### src/rtl/trng_ctrl_pkg.sv
// Shared state encoding and von Neumann pair decode constants for the TRNG harvest controller.
package trng_ctrl_pkg;

    typedef enum logic [1:0] {
        ST_IDLE   = 2'd0,
        ST_WARMUP = 2'd1,
        ST_SAMPLE = 2'd2,
        ST_ERROR  = 2'd3
    } state_t;

    // Pairs are written {first, second}; only the unequal pairs yield a bit.
    localparam logic [1:0] VN_PAIR_01 = 2'b01;
    localparam logic [1:0] VN_PAIR_10 = 2'b10;
    localparam logic       VN_BIT_01  = 1'b0;
    localparam logic       VN_BIT_10  = 1'b1;

endpackage

### src/rtl/trng_byte_fifo.sv
// Small synchronous byte FIFO with flush; head reads as 0x00 while empty.
module trng_byte_fifo #(
    parameter int DEPTH = 4
) (
    input  logic                       i_clk,
    input  logic                       i_rst_n,
    input  logic                       i_push,
    input  logic                       i_pop,
    input  logic                       i_flush,
    input  logic [7:0]                 i_data,
    output logic [7:0]                 o_head,
    output logic [$clog2(DEPTH):0]     o_level,
    output logic                       o_full,
    output logic                       o_empty
);
    localparam int PW = $clog2(DEPTH);
    localparam int LW = PW + 1;

    logic [7:0]    r_mem [DEPTH];
    logic [PW-1:0] r_wptr;
    logic [PW-1:0] r_rptr;
    logic [LW-1:0] r_level;
    logic          w_do_push;
    logic          w_do_pop;

    assign o_full    = (r_level == LW'(DEPTH));
    assign o_empty   = (r_level == '0);
    assign o_level   = r_level;
    assign o_head    = o_empty ? 8'h00 : r_mem[r_rptr];
    // A pop on a full FIFO frees the slot only; the waiting push lands next cycle.
    assign w_do_push = i_push && !o_full;
    assign w_do_pop  = i_pop && !o_empty;

    always_ff @(posedge i_clk or negedge i_rst_n) begin
        if (!i_rst_n) begin
            r_wptr  <= '0;
            r_rptr  <= '0;
            r_level <= '0;
        end else if (i_flush) begin
            r_wptr  <= '0;
            r_rptr  <= '0;
            r_level <= '0;
        end else begin
            if (w_do_push) r_wptr <= r_wptr + PW'(1);
            if (w_do_pop)  r_rptr <= r_rptr + PW'(1);
            case ({w_do_push, w_do_pop})
                2'b10:   r_level <= r_level + LW'(1);
                2'b01:   r_level <= r_level - LW'(1);
                default: r_level <= r_level;
            endcase
        end
    end

    always_ff @(posedge i_clk) begin
        if (w_do_push && !i_flush) r_mem[r_wptr] <= i_data;
    end

endmodule

### src/rtl/trng_harvest_ctrl.sv
// Sequences trng_top: warm-up, fixed-rate sampling, XOR fold, optional von Neumann
// debias, byte packing into a FIFO, and a repetition-count health test.
module trng_harvest_ctrl import trng_ctrl_pkg::*; #(
    parameter int WARMUP_CYCLES = 64,
    parameter int SAMPLE_DIV    = 4,
    parameter int RC_LIMIT      = 16,
    parameter int FIFO_DEPTH    = 4
) (
    input  logic                          i_clk,
    input  logic                          i_rst_n,
    input  logic                          i_start,
    input  logic                          i_stop,
    input  logic                          i_vn_en,
    input  logic                          i_clr_err,
    input  logic                          i_rd_pop,
    input  logic [7:0]                    i_trng_data,
    output logic                          o_trng_en,
    output logic [7:0]                    o_rnd_data,
    output logic                          o_rnd_valid,
    output logic [$clog2(FIFO_DEPTH):0]   o_fifo_level,
    output logic                          o_busy,
    output logic                          o_health_err
);
    localparam int WW = $clog2(WARMUP_CYCLES + 1);
    localparam int DW = $clog2(SAMPLE_DIV);

    state_t        r_state;
    logic          r_trng_en;
    logic          r_busy;
    logic          r_health_err;
    logic [WW-1:0] r_warm_cnt;
    logic [DW-1:0] r_div;
    logic          r_strobe;
    logic [7:0]    r_rc_cnt;
    logic          r_last_raw;
    logic          r_vn_have;
    logic          r_vn_first;
    logic          r_vn_prev;
    logic [7:0]    r_pack;
    logic [2:0]    r_pack_cnt;
    logic          r_byte_rdy;

    logic          w_full;
    logic          w_empty;
    logic          w_stall;
    logic          w_push;
    logic          w_proc;
    logic          w_raw;
    logic [7:0]    w_rc_next;
    logic          w_trip;
    logic          w_stop;
    logic          w_vn_clr;
    logic          w_vn_have_eff;
    logic [1:0]    w_pair;
    logic          w_bit_en;
    logic          w_bit;

    // A completed byte that cannot enter a full FIFO freezes the divider and health test.
    assign w_stall       = r_byte_rdy && w_full;
    assign w_push        = r_byte_rdy && !w_full;
    assign w_proc        = r_strobe && !r_byte_rdy && (r_state == ST_SAMPLE);
    assign w_raw         = ^i_trng_data;
    assign w_rc_next     = (r_rc_cnt != 8'd0 && w_raw == r_last_raw) ? r_rc_cnt + 8'd1 : 8'd1;
    assign w_trip        = w_proc && (w_rc_next == 8'(RC_LIMIT));
    assign w_stop        = i_stop && (r_state == ST_WARMUP || r_state == ST_SAMPLE);
    assign w_vn_clr      = (i_vn_en != r_vn_prev);
    assign w_vn_have_eff = r_vn_have && !w_vn_clr;
    assign w_pair        = {r_vn_first, w_raw};

    always_comb begin
        w_bit_en = 1'b0;
        w_bit    = w_raw;
        if (w_proc && !w_trip) begin
            if (!i_vn_en) begin
                w_bit_en = 1'b1;
            end else if (w_vn_have_eff) begin
                w_bit_en = (w_pair == VN_PAIR_01) || (w_pair == VN_PAIR_10);
                w_bit    = (w_pair == VN_PAIR_10) ? VN_BIT_10 : VN_BIT_01;
            end
        end
    end

    always_ff @(posedge i_clk or negedge i_rst_n) begin
        if (!i_rst_n) begin
            r_state      <= ST_IDLE;
            r_trng_en    <= 1'b0;
            r_busy       <= 1'b0;
            r_health_err <= 1'b0;
            r_warm_cnt   <= '0;
            r_div        <= '0;
            r_strobe     <= 1'b0;
            r_rc_cnt     <= 8'd0;
            r_last_raw   <= 1'b0;
            r_vn_have    <= 1'b0;
            r_vn_first   <= 1'b0;
            r_vn_prev    <= 1'b0;
            r_pack       <= 8'd0;
            r_pack_cnt   <= 3'd0;
            r_byte_rdy   <= 1'b0;
        end else begin
            r_vn_prev <= i_vn_en;
            r_strobe  <= 1'b0;
            if (w_push) r_byte_rdy <= 1'b0;
            if (w_bit_en) begin
                r_pack     <= {w_bit, r_pack[7:1]};
                r_pack_cnt <= r_pack_cnt + 3'd1;
                if (r_pack_cnt == 3'd7) r_byte_rdy <= 1'b1;
            end
            case (r_state)
                ST_IDLE: begin
                    if (i_start && !i_stop) begin
                        r_state    <= ST_WARMUP;
                        r_warm_cnt <= '0;
                        r_trng_en  <= 1'b1;
                        r_busy     <= 1'b1;
                    end
                end
                ST_WARMUP: begin
                    if (w_stop) begin
                        r_state   <= ST_IDLE;
                        r_trng_en <= 1'b0;
                        r_busy    <= 1'b0;
                    end else if (r_warm_cnt == WW'(WARMUP_CYCLES - 1)) begin
                        r_state <= ST_SAMPLE;
                        r_div   <= '0;
                    end else begin
                        r_warm_cnt <= r_warm_cnt + WW'(1);
                    end
                end
                ST_SAMPLE: begin
                    if (w_stop || w_trip) begin
                        r_state    <= w_stop ? ST_IDLE : ST_ERROR;
                        r_trng_en  <= 1'b0;
                        r_busy     <= 1'b0;
                        r_div      <= '0;
                        r_rc_cnt   <= 8'd0;
                        r_vn_have  <= 1'b0;
                        r_pack_cnt <= 3'd0;
                        r_byte_rdy <= 1'b0;
                        if (!w_stop) r_health_err <= 1'b1;
                    end else begin
                        if (!w_stall) begin
                            r_div    <= (r_div == DW'(SAMPLE_DIV - 1)) ? '0 : r_div + DW'(1);
                            r_strobe <= (r_div == DW'(SAMPLE_DIV - 1));
                        end
                        if (w_vn_clr) r_vn_have <= 1'b0;
                        if (w_proc) begin
                            r_last_raw <= w_raw;
                            r_rc_cnt   <= w_rc_next;
                            if (i_vn_en) begin
                                r_vn_have  <= !w_vn_have_eff;
                                r_vn_first <= w_raw;
                            end
                        end
                    end
                end
                ST_ERROR: begin
                    if (i_clr_err) begin
                        r_state      <= ST_IDLE;
                        r_health_err <= 1'b0;
                    end
                end
            endcase
        end
    end

    trng_byte_fifo #(
        .DEPTH (FIFO_DEPTH)
    ) u_fifo (
        .i_clk   (i_clk),
        .i_rst_n (i_rst_n),
        .i_push  (w_push),
        .i_pop   (i_rd_pop),
        .i_flush (w_trip),
        .i_data  (r_pack),
        .o_head  (o_rnd_data),
        .o_level (o_fifo_level),
        .o_full  (w_full),
        .o_empty (w_empty)
    );

    assign o_rnd_valid  = !w_empty;
    assign o_trng_en    = r_trng_en;
    assign o_busy       = r_busy;
    assign o_health_err = r_health_err;

endmodule

### config.mk
export PLATFORM = sky130hd
export DESIGN_NAME = trng_harvest_ctrl
export DESIGN_NICKNAME = d
export VERILOG_FILES = /design/src/rtl/trng_ctrl_pkg.sv /design/src/rtl/trng_byte_fifo.sv /design/src/rtl/trng_harvest_ctrl.sv
export SDC_FILE = /design/constraint.sdc
export NUM_CORES = 1
export LEC_CHECK = 0
export ABC_AREA = 1
export CAP_MARGIN = 25
export CORE_ASPECT_RATIO = 0.5
export CORE_MARGIN = 5
export CORE_UTILIZATION = 56
export DETAILED_ROUTE_END_ITERATION = 7
export PLACE_DENSITY = 0.77
export SLEW_MARGIN = 10
export SYNTH_ARGS = -nofsm -noshare
export SYNTH_HDL_FRONTEND = slang
export SYNTH_SLANG_ARGS = --single-unit
export TNS_END_PERCENT = 10
### constraint.sdc
create_clock -name i_clk -period 2.32 [get_ports i_clk]
set_input_delay 0.232 -clock i_clk [delete_from_list [all_inputs] [get_ports i_clk]]
set_output_delay 0.232 -clock i_clk [all_outputs]
set_load 0.005 [all_outputs]
==> results of run 1 <==
[worst max-delay path: stages (launching register included)]
cell             delay, ns
dfrtp_1               0.39
buf_4                 0.25
nor2_1                0.07
nor2_1                0.08
o21ai_0               0.09
a21oi_1               0.19
clkdlybuf4s50_1       0.52
[layer usage]
metal  routed length (um)  GRT usage
met1                 3680      0.246
met4                  106     0.0588
met3                  292     0.0577
met2                 3690      0.302
met5                    0          0
[synthesized netlist by cell type (all sizes together), types with 2 or more instances]
master | n | area (sq um)
nand2 | 108 | 420
inv | 69 | 262
nor2 | 68 | 270
dfrtp | 45 | 1130
o21ai | 42 | 210
edfxtp | 32 | 961
nand3 | 21 | 120
a21oi | 20 | 100
ha | 16 | 200
nor3 | 11 | 70.1
nand4 | 10 | 68.8
xor2 | 9 | 78.8
clkbuf | 4 | 15.0
buf | 2 | 18.8
or2 | 2 | 12.5
[final cells by class]
class,instances,area (sq um),share of cell area
clock buffers,10,229,0.0473
repair buffers,50,445,0.0920
multi-input cells,315,1640,0.338
flip-flops and latches,77,2090,0.431
inverters,70,269,0.0555
clock inverters,6,62.6,0.0129
well taps,92,115,0.0238
[worst max-delay path by stage]
stage,startpoint,endpoint,slack [ns],cells after the start
2_1_floorplan,u_fifo.o_level[0],u_fifo.o_level[2],0.13,10
3_3_place_gp,i_trng_data[4],r_rc_cnt[0],0.09,16
3_5_place_dp,i_trng_data[4],r_pack[4],0.05,16
4_1_cts,u_fifo.r_rptr[0],o_rnd_data[2],0.1,4
5_1_grt,r_state[1],r_warm_cnt[4],-0.04,11
6_report,u_fifo.r_rptr[0],o_rnd_data[2],0.16,6
[logic make-up after synthesis]
| logic type | after synthesis | share of synthesized area |
|---|---|---|
| AOI/OAI and AO/OA | 65 | 0.0827 |
| xor gates and xnor gates | 9 | 0.0197 |
| adders and majority gates | 17 | 0.0549 |
| buffers and inverters | 76 | 0.0746 |
| DFF | 77 | 0.520 |
| muxes | 1 | 0.00250 |
| and+or+nand+nor | 223 | 0.245 |
[power groups by stage]
stage | Sequential, mW | Combinational (mW) | Clock, mW
floorplan | 1.74 | 1.08 | 0
global route | 1.78 | 2.03 | 1.45
finish | 1.76 | 1.78 | 1.37
CTS | 1.75 | 1.77 | 1.39
global placement | 1.77 | 1.71 | 0
detailed placement | 1.78 | 1.75 | 0
[repair_timing]
action / CTS / global route
gates resized for setup: 0 / 3
hold endpoints to repair: 17 / 0
hold buffers: 1 / 0
endpoints found under the setup margin: 0 / 6
[registers in the layout (all words and copies together), names as in the netlist, 2 cells and up]
name / flops
r_pack_cnt: 3
r_warm_cnt: 7
r_pack: 8
u_fifo.r_wptr: 2
u_fifo.r_mem: 32
r_div: 2
u_fifo.o_level: 3
r_rc_cnt: 8
r_state: 2
u_fifo.r_rptr: 2
[through the flow]
step                setup TNS [ns]  hold WS, ns  instance area [sq um]
finish                           0        0.390                   4840
global route               -0.0502        0.439                   4840
CTS                              0        0.370                   4830
detailed placement               0        0.200                   4530
global placement                 0        0.201                   4530
floorplan                        0      -0.0636                   4010
==> results.py, run 1 <==
metrics = {
    "status": {
        "outcome": "complete, no violations",
    },
    "setup_path": {
        "start_kind": "flip-flop",
        "arrival_ns": 1.93,
        "critPathCaptureType": "output pin",
        "critPathKind": "flip-flop to output pin",
        "worst-path-max-fanout": 17,
        "ff2ff_setup_slack_ns": 0.20,
        "cp.required_ns": 2.09,
        "r2r_end": "r_warm_cnt[4]",
        "r2r_cells": 11,
        "r2r-start": "r_state[1]",
    },
    "layout": {
        "drive_gt1_frac": 0.112,
        "syn_to_final_growth_pct": 20.8,
        "final_cell_mix": "nand2_1 (104), inv_1 (65), nor2_1 (62), dfrtp_1 (45), o21ai_0 (35)",
        "final_common_cell": "nand2_1",
        "utilization": 0.709,
        "fill_cells": 539,
        "nNetsFinal": 555,
        "final_cells": 620,
        "diodes": 0,
    },
    "global_routing": {
        "track_usage": 0.189,
        "antenna_found_initial": 0,
        "grt-ovfl-total": 0,
        "grt_pass1_wl_um": 13500,
        "grt_max_degree": 20,
        "grt_pass1_vias": 2964,
    },
    "drt": {
        "dr.pass1.iters": 5,
        "drt_wl_total_um": 7770,
        "vias_per_cell": 5.05,
        "wl_per_cell_um": 12.5,
        "first_iter_violations": 206,
        "final_antenna_net_count": 0,
        "vias": 3128,
        "drc": 0,
    },
    "logic_synthesis": {
        "synthArstFlopShare": 0.584,
        "ys_dominant_reg_cell": "dfrtp_1",
        "synth_seq_cells": 77,
        "seq_area_frac_synth": 0.520,
        "synth_cell_types": 34,
        "synth_area_sq_um": 4010,
        "syn_inst": 468,
        "syn-num-nets": 500,
        "ys_warn_count": 0,
        "avgSynthCellArea_sq_um": 8.57,
        "synth_edf_count": 32,
    },
    "placement": {
        "place_ws_ns": 0.0524,
        "place_inst": 603,
        "portBuffers": 29,
        "dpl.hpwl_um": 5510,
        "gp_congestion": 0.923,
    },
    "die": {
        "dieWidth_um": 130,
        "io-pin-count": 30,
        "initial_core_util": 0.587,
        "die_y_um": 69.8,
        "coreArea_sq_um": 6830,
        "die_area_sq_um": 9060,
        "rows": 21,
    },
    "timing": {
        "final_max_slew_viol_count": 0,
        "rsz0062_at_grt": "true",
        "period_needed_ns": 2.16,
        "setup_viol": 0,
        "max_slew.worst_pin.slew_ns": 0.438,
        "slew_headroom": 0.708,
        "finalHoldViolations": 0,
        "max_freq_ghz": 0.463,
        "fin_ws_ns": 0.159,
        "finClkSkew_ns": 0.00529,
        "post-route-period-util": 0.932,
    },
    "clock_network": {
        "clk_path_buf_depth": 2,
        "postCtsSetupRepairBufs": 0,
        "clock_latency_ns": 0.34,
        "clk_pin_slew_ns": 0.06,
        "cts.sink_count": 77,
        "root_buffer": "clkbuf_16",
        "cts_buffers": 9,
        "htreeDepth": 3,
        "cts_tree": "yes",
    },
    "power": {
        "seqPwrFrac": 0.358,
        "comb_power_share": 0.363,
        "design_power_total_mw": 4.91,
        "switching_share": 0.342,
        "power_density_nw_per_um2": 1010,
        "power.switching_mw": 1.68,
        "leakage_nw": 2.28,
        "p_int_mw": 3.24,
        "p_clk_frac": 0.279,
        "ir_drop_mv": 0.436,
    },
    "job": {
        "drv_cap": 0,
    },
    "min_path": {
        "min_path_type": "primary input to asynchronous set/reset pin",
    },
}
(Power assumes the default switching activity.)
==> run 2, diff against run 1 <==
SKIP_LAST_GASP = 1   (was default)
==> results.py, run 2 (synthesis results as in run 1) <==
metrics = {
    "placement": {
        "gp_congestion": 0.923,
        "dpl.hpwl_um": 5510,
        "placed_area_sq_um": 4530,
        "portBuffers": 29,
    },
    "power": {
        "ir_drop_mv": 0.411,
        "comb_power_share": 0.363,
        "power_density_nw_per_um2": 1010,
        "switching_share": 0.341,
        "p_clk_frac": 0.279,
        "power.switching_mw": 1.67,
        "seqPwrFrac": 0.358,
        "p_int_mw": 3.23,
        "leakage_nw": 2.29,
    },
    "drt": {
        "wl_met3_um": 300,
        "dr.pass1.iters": 5,
        "first_iter_violations": 201,
        "wl_per_cell_um": 12.5,
        "vias_per_cell": 5.03,
        "drc": 0,
        "top_layer_used": "met4",
        "final_antenna_net_count": 0,
        "wl_met1_um": 3690,
        "drt_wl_total_um": 7780,
        "met2WireLength_um": 3670,
        "vias": 3121,
    },
    "layout": {
        "largest_register": "u_fifo.r_mem",
        "final_common_cell": "nand2_1",
        "multi_input_area_sq_um": 1640,
        "syn_to_final_growth_pct": 20.7,
        "largest_register_ffs": 32,
        "drive_gt1_frac": 0.110,
        "diodes": 0,
        "fin_area_sq_um": 4840,
        "area.sequential_sq_um": 2090,
        "fill_cells": 539,
        "utilization": 0.708,
        "final_cell_mix": "nand2_1 (104), inv_1 (66), nor2_1 (62), dfrtp_1 (45), o21ai_0 (35)",
        "reg_top3": "u_fifo.r_mem: 32 flops, r_pack: 8 flops, r_rc_cnt: 8 flops",
        "nNetsFinal": 555,
    },
    "setup_path": {
        "arrival_ns": 1.97,
        "critPathBufInv": 2,
        "cp.required_ns": 2.09,
        "start_kind": "flip-flop",
        "r2r_cells": 11,
        "worst-path-max-fanout": 17,
        "critPathCaptureType": "output pin",
        "max_stage_delay_ns": 0.52,
        "cpMaxStageDelayCell": "clkdlybuf4s50_1",
        "critPathKind": "flip-flop to output pin",
        "path_delay_family": "buffers and inverters",
        "crit_cells": 4,
        "worstPathCellList": "inv_1, o21ai_0, a21oi_1, clkdlybuf4s50_1",
    },
    "timing": {
        "max_freq_ghz": 0.454,
        "final_max_slew_viol_count": 0,
        "setup_viol": 0,
        "period_needed_ns": 2.20,
        "finClkSkew_ns": 0.00524,
        "rsz0062_at_grt": "true",
        "max_slew.worst_pin.slew_ns": 0.469,
        "post-route-period-util": 0.950,
        "holdWs_ns": 0.390,
        "finalHoldViolations": 0,
        "slew_headroom": 0.687,
    },
    "global_routing": {
        "grt_pass1_wl_um": 13500,
        "track_usage": 0.189,
        "antenna_found_initial": 0,
        "grt-ovfl-total": 0,
        "grt_max_degree": 20,
        "grt_pass1_vias": 2964,
    },
    "die": {
        "dieWidth_um": 130,
        "die_area_sq_um": 9060,
        "die_y_um": 69.8,
        "io-pin-count": 30,
        "initial_core_util": 0.587,
        "coreArea_sq_um": 6830,
        "rows": 21,
    },
    "clock_network": {
        "postCtsSetupRepairBufs": 0,
        "clock_latency_ns": 0.34,
        "clk_pin_slew_ns": 0.06,
        "cts_buffers": 9,
        "cts.sink_count": 77,
        "clk_path_buf_depth": 2,
        "root_buffer": "clkbuf_16",
        "cts_tree": "yes",
        "htreeDepth": 3,
    },
    "status": {
        "outcome": "complete, no violations",
    },
    "job": {
        "drv_cap": 0,
    },
    "min_path": {
        "min_path_type": "primary input to asynchronous set/reset pin",
    },
}
[run 2: cell count changes in the layout (fill, tap and decap cells not counted), sizes merged]
cell / delta
inv: +1
clkinvlp: -1
[run 2: power by group through the flow]
stage	sequential, mW	clock [mW]	combinational (mW)
2_1_floorplan	1.74	0	1.08
3_3_place_gp	1.77	0	1.71
3_5_place_dp	1.78	0	1.75
4_1_cts	1.75	1.39	1.77
5_1_grt	1.78	1.45	2.03
6_report	1.76	1.37	1.78
[run 2: path summary, 6_finish.rpt]
path	from	end	slack, ns
min	i_rst_n	r_rc_cnt[1]	0.39
max	u_fifo.r_rptr[0]	o_rnd_data[2]	0.12
min reg2reg	r_rc_cnt[5]	r_rc_cnt[5]	0.51
max reg2reg	r_state[1]	r_warm_cnt[4]	0.20
min in group i_clk	i_vn_en	r_vn_prev	0.47
max in group asynchronous	i_rst_n	r_pack_cnt[1]	1.38
[run 2: layer usage]
metal | GRT usage | up-vias
li1 | - | 1620
met1 | 0.246 | 1447
met2 | 0.302 | 42
met3 | 0.0577 | 12
met4 | 0.0588 | 0
met5 | 0 | -
[run 2: per-stage QoR]
step / instances / power, mW / setup TNS (ns) / setup slack [ns]
floorplan: 468 / 2.83 / 0 / 0.126
global placement: 603 / 3.48 / 0 / 0.0905
detailed placement: 603 / 3.52 / 0 / 0.0524
CTS: 620 / 4.92 / 0 / 0.0985
global route: 620 / 5.26 / -0.104 / -0.0377
finish: 620 / 4.91 / 0 / 0.116
[run 2: cell type report]
type / count / share of cell area
clock inverters: 6 / 0.0129
clock buffers: 10 / 0.0473
well taps: 92 / 0.0238
repair buffers: 50 / 0.0920
inverters: 70 / 0.0548
flip-flops and latches: 77 / 0.431
multi-input cells: 315 / 0.338
[run 2: timing repair]
action	4_1_cts	5_1_grt
resized for setup	0	2
hold endpoints to repair	17	0
hold buffers	1	0
endpoints found under the setup margin	0	6
[run 2: worst register-to-register path: cells and delay by family (launching register included)]
| kind | cells | cell delay (ns) |
|---|---|---|
| AO/OA/AOI/OAI | 3 | 0.42 |
| adder cells (fa/ha/maj) | 1 | 0.23 |
| buffers and inverters | 3 | 0.29 |
| flip-flops | 1 | 0.41 |
| AND/OR/NAND/NOR | 4 | 0.67 |
